$ cat src/rtl/alu_pkg.sv
// Shared opcode values, FSM state encoding and operation-class decode for the
// multi-cycle ALU.
package alu_pkg;

  localparam logic [3:0] OP_AND  = 4'b0000;
  localparam logic [3:0] OP_OR   = 4'b0001;
  localparam logic [3:0] OP_ADD  = 4'b0010;
  localparam logic [3:0] OP_SUB  = 4'b0110;
  localparam logic [3:0] OP_SLT  = 4'b0111;
  localparam logic [3:0] OP_NOR  = 4'b1100;
  localparam logic [3:0] OP_MUL  = 4'b1000;
  localparam logic [3:0] OP_DIVU = 4'b1001;
  localparam logic [3:0] OP_REMU = 4'b1010;

  typedef enum logic [1:0] {
    ST_IDLE = 2'd0,
    ST_BUSY = 2'd1,
    ST_DONE = 2'd2
  } state_e;

  function automatic logic is_iterative(input logic [3:0] op);
    return (op == OP_MUL) || (op == OP_DIVU) || (op == OP_REMU);
  endfunction

endpackage

$ cat src/rtl/alu_comb_unit.sv
// Single-cycle logic/arithmetic slice: AND/OR/ADD/SUB/SLT/NOR with signed
// overflow and an illegal-opcode flag.
module alu_comb_unit
  import alu_pkg::*;
#(
  parameter int WIDTH = 32
) (
  input  logic [3:0]       op_i,
  input  logic [WIDTH-1:0] a_i,
  input  logic [WIDTH-1:0] b_i,
  output logic [WIDTH-1:0] result_o,
  output logic             overflow_o,
  output logic             illegal_o
);

  logic             sub_sel;
  logic [WIDTH-1:0] b_eff;
  logic [WIDTH:0]   sum;
  logic             carry_msb;
  logic             ovf;

  // SUB and SLT share the adder as a + ~b + 1.
  assign sub_sel   = (op_i == OP_SUB) || (op_i == OP_SLT);
  assign b_eff     = sub_sel ? ~b_i : b_i;
  assign sum       = {1'b0, a_i} + {1'b0, b_eff} + {{WIDTH{1'b0}}, sub_sel};
  assign carry_msb = a_i[WIDTH-1] ^ b_eff[WIDTH-1] ^ sum[WIDTH-1];
  assign ovf       = carry_msb ^ sum[WIDTH];

  always_comb begin
    result_o   = '0;
    overflow_o = 1'b0;
    illegal_o  = 1'b0;
    case (op_i)
      OP_AND: result_o = a_i & b_i;
      OP_OR:  result_o = a_i | b_i;
      OP_ADD, OP_SUB: begin
        result_o   = sum[WIDTH-1:0];
        overflow_o = ovf;
      end
      OP_SLT: result_o = {{(WIDTH-1){1'b0}}, sum[WIDTH-1] ^ ovf};
      OP_NOR: result_o = ~(a_i | b_i);
      // Iterative ops are legal but computed by the sequencer in the top.
      OP_MUL, OP_DIVU, OP_REMU: begin
      end
      default: illegal_o = 1'b1;
    endcase
  end

endmodule

$ cat src/rtl/alu_multicycle.sv
// Multi-cycle integer ALU: single-cycle ops via alu_comb_unit, iterative
// shift-add multiply and restoring divide, registered result and flags.
module alu_multicycle
  import alu_pkg::*;
#(
  parameter  int WIDTH = 32,
  localparam int CNT_W = $clog2(WIDTH) + 1
) (
  input  logic             clk_i,
  input  logic             rst_n,
  input  logic             in_valid,
  output logic             in_ready,
  input  logic [3:0]       op,
  input  logic [WIDTH-1:0] src1,
  input  logic [WIDTH-1:0] src2,
  output logic             out_valid,
  input  logic             out_ready,
  output logic [WIDTH-1:0] result,
  output logic             zero,
  output logic             overflow,
  output logic             div_zero,
  output logic             illegal,
  output logic [1:0]       dbg_state_o
);

  // Handshake: a transfer happens on a rising edge where valid and ready are
  // both high; in_ready is high only in IDLE, out_valid only in DONE.
  localparam logic [CNT_W-1:0] LAST_STEP = CNT_W'(WIDTH - 1);

  state_e           state_q, state_d;
  logic [CNT_W-1:0] cnt_q, cnt_d;
  logic [3:0]       op_q, op_d;
  logic [WIDTH-1:0] a_q, a_d;     // MUL accumulator / divide remainder
  logic [WIDTH-1:0] b_q, b_d;     // MUL multiplicand / divisor
  logic [WIDTH-1:0] c_q, c_d;     // MUL multiplier / dividend-quotient
  logic [WIDTH-1:0] result_q, result_d;
  logic             zero_q, zero_d;
  logic             ovf_q, ovf_d;
  logic             dz_q, dz_d;
  logic             ill_q, ill_d;

  logic [WIDTH-1:0] comb_res;
  logic             comb_ovf;
  logic             comb_ill;
  logic [WIDTH-1:0] mul_acc_nxt;
  logic [WIDTH:0]   rem_shift;
  logic [WIDTH:0]   rem_diff;
  logic [WIDTH-1:0] div_rem_nxt;
  logic [WIDTH-1:0] div_quo_nxt;
  logic [WIDTH-1:0] iter_res;
  logic [WIDTH-1:0] dz_res;

  alu_comb_unit #(.WIDTH(WIDTH)) u_comb (
    .op_i      (op),
    .a_i       (src1),
    .b_i       (src2),
    .result_o  (comb_res),
    .overflow_o(comb_ovf),
    .illegal_o (comb_ill)
  );

  assign mul_acc_nxt = c_q[0] ? (a_q + b_q) : a_q;

  // Restoring divide: shift the next dividend bit into the remainder and keep
  // the difference only when it did not go negative.
  assign rem_shift   = {a_q, c_q[WIDTH-1]};
  assign rem_diff    = rem_shift - {1'b0, b_q};
  assign div_rem_nxt = rem_diff[WIDTH] ? rem_shift[WIDTH-1:0] : rem_diff[WIDTH-1:0];
  assign div_quo_nxt = {c_q[WIDTH-2:0], ~rem_diff[WIDTH]};

  assign iter_res = (op_q == OP_MUL)  ? mul_acc_nxt :
                    (op_q == OP_DIVU) ? div_quo_nxt : div_rem_nxt;
  assign dz_res   = (op == OP_DIVU) ? '1 : src1;

  always_comb begin
    state_d  = state_q;
    cnt_d    = cnt_q;
    op_d     = op_q;
    a_d      = a_q;
    b_d      = b_q;
    c_d      = c_q;
    result_d = result_q;
    zero_d   = zero_q;
    ovf_d    = ovf_q;
    dz_d     = dz_q;
    ill_d    = ill_q;
    case (state_q)
      ST_IDLE: begin
        if (in_valid) begin
          op_d  = op;
          ovf_d = 1'b0;
          dz_d  = 1'b0;
          ill_d = 1'b0;
          if (!is_iterative(op)) begin
            result_d = comb_res;
            zero_d   = (comb_res == '0);
            ovf_d    = comb_ovf;
            ill_d    = comb_ill;
            state_d  = ST_DONE;
          end else if ((op != OP_MUL) && (src2 == '0)) begin
            result_d = dz_res;
            zero_d   = (dz_res == '0);
            dz_d     = 1'b1;
            state_d  = ST_DONE;
          end else begin
            cnt_d   = '0;
            a_d     = '0;
            b_d     = (op == OP_MUL) ? src1 : src2;
            c_d     = (op == OP_MUL) ? src2 : src1;
            state_d = ST_BUSY;
          end
        end
      end
      ST_BUSY: begin
        cnt_d = cnt_q + CNT_W'(1);
        if (op_q == OP_MUL) begin
          a_d = mul_acc_nxt;
          b_d = {b_q[WIDTH-2:0], 1'b0};
          c_d = {1'b0, c_q[WIDTH-1:1]};
        end else begin
          a_d = div_rem_nxt;
          c_d = div_quo_nxt;
        end
        if (cnt_q == LAST_STEP) begin
          result_d = iter_res;
          zero_d   = (iter_res == '0);
          state_d  = ST_DONE;
        end
      end
      ST_DONE: begin
        if (out_ready) state_d = ST_IDLE;
      end
      default: state_d = ST_IDLE;
    endcase
  end

  always_ff @(posedge clk_i or negedge rst_n) begin
    if (!rst_n) begin
      state_q  <= ST_IDLE;
      cnt_q    <= '0;
      op_q     <= '0;
      a_q      <= '0;
      b_q      <= '0;
      c_q      <= '0;
      result_q <= '0;
      zero_q   <= 1'b0;
      ovf_q    <= 1'b0;
      dz_q     <= 1'b0;
      ill_q    <= 1'b0;
    end else begin
      state_q  <= state_d;
      cnt_q    <= cnt_d;
      op_q     <= op_d;
      a_q      <= a_d;
      b_q      <= b_d;
      c_q      <= c_d;
      result_q <= result_d;
      zero_q   <= zero_d;
      ovf_q    <= ovf_d;
      dz_q     <= dz_d;
      ill_q    <= ill_d;
    end
  end

  assign in_ready    = (state_q == ST_IDLE);
  assign out_valid   = (state_q == ST_DONE);
  assign result      = result_q;
  assign zero        = zero_q;
  assign overflow    = ovf_q;
  assign div_zero    = dz_q;
  assign illegal     = ill_q;
  assign dbg_state_o = state_q;

endmodule

$ cat config.mk
export PLATFORM = sky130hd
export DESIGN_NAME = alu_multicycle
export DESIGN_NICKNAME = d
export VERILOG_FILES = /design/src/rtl/alu_pkg.sv /design/src/rtl/alu_comb_unit.sv /design/src/rtl/alu_multicycle.sv
export SDC_FILE = /design/constraint.sdc
export NUM_CORES = 1
export LEC_CHECK = 0
export BUFFER_PORTS_ARGS = -buffer_cell sky130_fd_sc_hd__buf_4
export CAP_MARGIN = 10
export CORE_AREA = 5 5 207 209
export DETAILED_ROUTE_END_ITERATION = 6
export DIE_AREA = 0 0 212 214
export PLACE_DENSITY = 0.63
export SLEW_MARGIN = 5
export SYNTH_ARGS = -nofsm -noshare
export SYNTH_HDL_FRONTEND = slang
export SYNTH_SLANG_ARGS = --single-unit
export TNS_END_PERCENT = 1
$ cat constraint.sdc
create_clock -name clk_i -period 3.7 [get_ports clk_i]
set_input_delay 0.37 -clock clk_i [delete_from_list [all_inputs] [get_ports clk_i]]
set_output_delay 0.37 -clock clk_i [all_outputs]
set_load 0.01 [all_outputs]
* Word level (Yosys, flattened, before mapping)
Index checks and enable logic that the tools add are counted.
** Operators by class
- Bitwise operators :: 9
- Add/subtract/negate cells :: 5
- Mux-type cells :: 50
- Reductions and logical operators :: 18
- Equality and inequality tests :: 21
** Operators by type and width (count)
- 2-to-1 mux 32 bit :: 24
- one-hot mux 32 bit (2 select lines) :: 4
- one-hot mux 32 bit (5 select lines) :: 1
- logical NOT 32 bit :: 4
- NOT 32 bit :: 2
- adder 32 x 32 -> 33 bit :: 1
- adder 33 x 1 -> 33 bit :: 1
- subtractor 33 x 32 -> 33 bit :: 1
- adder 32 bit :: 1
- bitwise AND 32 bit :: 1
- OR 32 bit :: 1
- equality test 4 bit, second input constant :: 6
- 2-to-1 mux 6 bit :: 3
- one-hot mux 6 bit (2 select lines) :: 1
- 2-to-1 mux 1 bit :: 10
- 2-to-1 mux 2 bit :: 5
- OR reduction 9 bit :: 1
- equality test 4 x 3 -> 1 bit, second input constant :: 2
- != test 2 bit, second input constant :: 4
- AND reduction 4 bit :: 2
- adder 6 x 1 -> 6 bit, second input constant :: 1
- equality test 6 x 5 -> 1 bit, second input constant :: 1
- one-hot mux 2 bit (3 select lines) :: 1
- AND reduction 5 bit :: 1
- other kinds (18) :: 24
** Storage, ports and cells
- Output and inout port bits :: 40
- Logic and storage cells :: 114
- Register bits :: 144
- Input bits :: 72

* Longest topological paths before layout
- Word-level depth :: 13
- Gate-level depth with buffers :: 19
- Gate-level depth less buffers :: 16

* Cells and area by module
Synthesis repeated with hierarchy kept, for this count alone.
** Unflattened totals
- Cell total of the unflattened synthesis :: 2241
- Area total of the unflattened synthesis :: 16610.9 um2
** Modules (own cells, without submodules)
- alu_multicycle :: area each 13520.5 um2, cells an instance 1804, times used 1, seq. area each 3603.5 um2
- alu_comb_unit :: area each 3090.5 um2, cells an instance 437, times used 1, seq. area each 0.0 um2

* Worst setup path after synthesis
Ideal clock, no wire load.
- Kind :: in2reg
- Start point :: input op[3]
- End point :: register zero_q, in the netlist zero
- Path buffers :: 2
- Arrival time :: 4.048 ns
- Library setup time :: 0.092 ns
- Cell stages on the path :: 17
- Data required time :: 3.608 ns
- Setup slack :: -0.440 ns
- Path through :: nand3b_1 -> buf_2 -> buf_1 -> xnor2_1 -> fa_1 -> a21o_1 -> nand4_1 -> nand4_1 -> a41o_1 -> xnor2_1 -> o21ai_0 -> or4_1 -> a2111oi_0 -> nand4_1 -> nor4_1 -> a31oi_1 -> o31ai_2
** Between the ends
- Longest elaborated chain between the ends :: 13
- Elaborated cells between the ends (all ways) :: 32
- Those cells by class :: add/sub: 2; eq/ne: 10; mux: 7; bitwise: 4; reduce/logical: 9
** RTL lines
- start, declared :: line alu_multicycle.sv:13 : input logic [3:0] op,
- equality test 4 x 3 -> 1 bit :: line alu_comb_unit.sv:23, alu_comb_unit.sv:33
- logical OR 1 bit :: line alu_comb_unit.sv:23 : assign sub_sel = (op_i == OP_SUB) || (op_i == OP_SLT);
- 2-to-1 mux 32 bit :: line alu_comb_unit.sv:24 : assign b_eff = sub_sel ? ~b_i : b_i;
- adder 32 x 32 -> 33 bit :: line alu_comb_unit.sv:25 : assign sum = {1'b0, a_i} + {1'b0, b_eff} + {{WIDTH{1'b0}}, sub_sel};
- adder 33 x 1 -> 33 bit :: line alu_comb_unit.sv:25
- bitwise XOR 1 bit :: line alu_comb_unit.sv:26 : assign carry_msb = a_i[WIDTH-1] ^ b_eff[WIDTH-1] ^ sum[WIDTH-1];
- bitwise XOR 1 bit :: line alu_comb_unit.sv:27 : assign ovf = carry_msb ^ sum[WIDTH];
- bitwise XOR 1 bit :: line alu_comb_unit.sv:40 : OP_SLT: result_o = {{(WIDTH-1){1'b0}}, sum[WIDTH-1] ^ ovf};
- one-hot mux 32 bit (5 select lines) :: line alu_comb_unit.sv:33 : case (op_i)
- logical NOT 32 bit :: line alu_multicycle.sv:96 : zero_d = (comb_res == '0);
- 2-to-1 mux 1 bit :: line alu_multicycle.sv:94 : if (!is_iterative(op)) begin
- 2-to-1 mux 1 bit :: line alu_multicycle.sv:89 : if (in_valid) begin
- one-hot mux 1 bit (2 select lines) :: line alu_multicycle.sv:87 : case (state_q)
- end signal, assigned :: line alu_multicycle.sv:158 : zero_q <= zero_d;
- end, declared :: line alu_multicycle.sv:37 : logic zero_q, zero_d;
Several ways; a longest one is shown, not always the timed one. The select of a mux whose other input is x is not followed.
A chain may end at the register's enable or synchronous reset.

* Final worst setup path
- Start point :: register b_q[0]
- End point :: register zero_q, in the netlist zero
** Between the ends
- Longest elaborated chain between the ends :: 7
- Elaborated cells between the ends (all ways) :: 10
- Those cells by class :: add/sub: 2; mux: 6; bitwise: 1; reduce/logical: 1
** RTL lines
- start, declared :: line alu_multicycle.sv:34 : logic [WIDTH-1:0] b_q, b_d;
- start signal, assigned :: line alu_multicycle.sv:143 : b_q <= '0;
- start signal, assigned :: line alu_multicycle.sv:155 : b_q <= b_d;
- subtractor 33 x 32 -> 33 bit :: line alu_multicycle.sv:67 : assign rem_diff = rem_shift - {1'b0, b_q};
- 2-to-1 mux 32 bit / NOT 1 bit (equally long branches) :: line alu_multicycle.sv:68, alu_multicycle.sv:69
- 2-to-1 mux 32 bit :: line alu_multicycle.sv:72 : (op_q == OP_DIVU) ? div_quo_nxt : div_rem_nxt;
- 2-to-1 mux 32 bit (*) :: line alu_multicycle.sv:71 : assign iter_res = (op_q == OP_MUL) ? mul_acc_nxt :
- logical NOT 32 bit (*) :: line alu_multicycle.sv:126 : zero_d = (iter_res == '0);
- 2-to-1 mux 1 bit (*) :: line alu_multicycle.sv:124 : if (cnt_q == LAST_STEP) begin
- one-hot mux 1 bit (2 select lines) (*) :: line alu_multicycle.sv:87
Mark *: on every way between the ends. The rest lies on a longest branch, timed or not. The select of a mux whose other input is x is not followed.

==> summary.txt <==
status: finished with violations
failing checks: negative setup slack
asr flop ratio synth: 100%
synthesized cell area: 0.0160 mm2
final worst setup slack: -0.525 ns
Worst Path Arrival: 4.58 ns
overall power: 19.1 mW
RSZ-0062 raised after global routing: true
Avg Vias per Cell: 5.95
DIE AREA: 0.0454 mm2
R2R depth: 16
Die Ht: 214 um
num rows: 74
hold path depth: 3
drt total wl: 66.0 mm
Setup WS pre-CTS: -0.822 ns
CTS tree: yes
H-tree Lvls: 4
Residual DRC: 0
kind of critical path: flop to flop
final count of negative-setup-slack endpoints: 5
CTS sink count: 144
most frequent cells in the layout: buf_4, nand2_1, a21oi_1
crit path max fanout: 3
vias post-DR: 19,000
endpoints failing hold: 0
core area: 0.0406 mm2
CP Launch Type: flop
Hold Crit Start: out_ready
DIE WIDTH: 212 um
io pins: 112
CTS Buf Count: 17
first-pass detailed-route iteration total: 6
Total GRT Usage: 28.4%
Worst Max-Slew Pin Slew: 0.929 ns
Clock Path Buffers: 2
DR WL/cell: 20.7 um
grt ovf: 0
WHS Endpoint: dbg_state_o[1]
fillcell total: 3,823
Post-synth EDFFs: 0
commonest non-fill, non-tap cell in the layout: buf_4
largest net degree at the start of global routing: 80
hold crit path type: primary input to flop
antenna violations before repair: 0
GP Congestion: 0.991
library cells used by synthesis: 87
Worst EP required: 4.06 ns
first-pass GRT wire length: 103 mm
vias in the first global route: 18,300
share of cells above drive strength 1: 29.5%
Clock transition at path regs: 0.06 ns
IO buf count: 111
worst reg2reg endpoint: zero
Clock Skews: 0.0152 ns
Syn Nets: 2,329
synthesized area per cell: 7.44 um2
pwr dens: 874 mW/mm2
fin crit share: 114%
Initial Utilization: 39.5%
Synth top area share: 22.5%
Yosys Warn Count: 0
cell taking the most area after synthesis: dfrtp_1
count of pins over their slew limit: 0
ys flop type: dfrtp_1
clock root buffer master: clkbuf_16
peak supply drop: 498 uV
dpl hpwl: 51.8 mm
Synth Register Bits: 144
post-route ant nets: 0
Worst setup EP type: flop
ranking of synthesized cells by area: dfrtp_1, ha_1, a21oi_1
setup slack, reg-to-reg: -0.52 ns
Worst slew margin: 38.1%
Antenna Cells: 0
worst flop-to-flop path startpoint: b_q[0]
First DRT Iteration DRCs: 1,902
Pleak: 10.0 nW
Max-Cap Viols: 0
fmax: 237 MHz
Clock Latency Late Sink: 0.45 ns
# nets final: 2,818
Area Overhead vs Synth: 36.1%
register area share after synthesis: 22.5%
Gate Count Post-Synth: 2,157
minimum clock period: 4.22 ns
synth_stat cells, drive strengths merged (16+ instances only):
library cell / number
mux2: 40
a21o: 70
a221oi: 22
a21oi: 231
nor4: 27
a31oi: 27
ha: 97
nand2: 289
nor2: 155
clkbuf: 116
o31ai: 19
o211ai: 31
nor3: 47
dfrtp: 144
nand4: 26
a211oi: 45
xor2: 31
xnor2: 67
inv: 67
mux2i: 61
o21ai: 210
nand3: 46
buf: 27
o2111ai: 16
sequential cells by signal (all words and copies together) (netlist names):
name         count
cnt_q            6
zero             1
op_q             4
illegal          1
a_q             32
overflow         1
result          32
dbg_state_o      2
b_q             32
div_zero         1
c_q             32
critical path, cell delays in order (launching register included):
cell	delay (ns)
dfrtp_1	0.43
buf_6	0.14
ha_4	0.16
fa_2	0.36
a211oi_2	0.26
o211ai_1	0.19
a31oi_1	0.18
buf_4	0.17
nand2_4	0.06
a31oi_4	0.24
o21ai_2	0.12
mux2i_2	0.18
a211oi_2	0.29
a211o_1	0.17
or4b_4	0.46
or4_4	0.51
o31ai_4	0.23
final cells by class:
cell class                 count  area (um2)  area share, %
clock buffer                  24         502           2.30
clock inverter                 8        53.8          0.246
inverter                      67         251           1.15
multi-input combinational   1803       12100           55.2
sequential                   144        3610           16.5
tap                          532         666           3.05
timing repair buffer         613        4700           21.5
metal layers:
layer  GRT usage [%]  wire [um]
met2            44.3      29800
met4            11.5       2910
met5               0          0
met1            39.8      28800
met3            3.26       4490
per-stage QoR:
stage / TNS [ns] / utilization [%] / hold WS [ns] / cells / area, um2
2_1_floorplan: -0.136 / - / 0.0744 / 2157 / 16100
3_3_place_gp: -5.14 / 51.3 / 0.463 / 3146 / 20800
3_5_place_dp: -7.12 / 51.3 / 0.467 / 3146 / 20800
4_1_cts: -1.26 / 53.1 / 0.178 / 3186 / 21600
5_1_grt: -2.57 / 53.7 / 0.196 / 3191 / 21800
6_report: -1.06 / 53.7 / 0.194 / 3191 / 21800
worst max-delay path by stage:
| stage | from | end | slack [ns] | depth (start not counted) |
|---|---|---|---|---|
| 6_report | b_q[0] | zero | -0.52 | 16 |
| 4_1_cts | c_q[31] | zero | -0.59 | 18 |
| 3_3_place_gp | c_q[31] | zero | -0.60 | 18 |
| 5_1_grt | b_q[0] | zero | -0.68 | 16 |
| 3_5_place_dp | op[3] | zero | -0.82 | 18 |
| 2_1_floorplan | a_q[0] | zero | -0.08 | 14 |
cells by family (layout without fill, tap and decap cells):
logic type / count (synthesis) / after routing / share of synthesized area (%)
mux: 101 / 101 / 6.61
buf+inv: 210 / 712 / 5.12
flops: 144 / 144 / 22.5
compound gates: 806 / 806 / 32.2
xor+xnor: 98 / 98 / 5.35
simple gates: 690 / 690 / 19.8
fa+ha+maj: 108 / 108 / 8.44
where the power goes:
group / internal, mW / switching, mW / leakage, nW
Combinational: 6.65 / 7.92 / 7.94
Clock: 0.944 / 0.730 / 0.265
Sequential: 2.23 / 0.601 / 1.84
what timing repair did:
item,4_1_cts,5_1_grt
hold buffers,1,0
hold endpoints to repair,17,0
buffers inserted,7,5
cloned,0,0
pin swaps,22,24
gates resized for setup,26,51
endpoints found under the setup margin,22,28
Note: power is estimated with default switching activity, not from simulation.
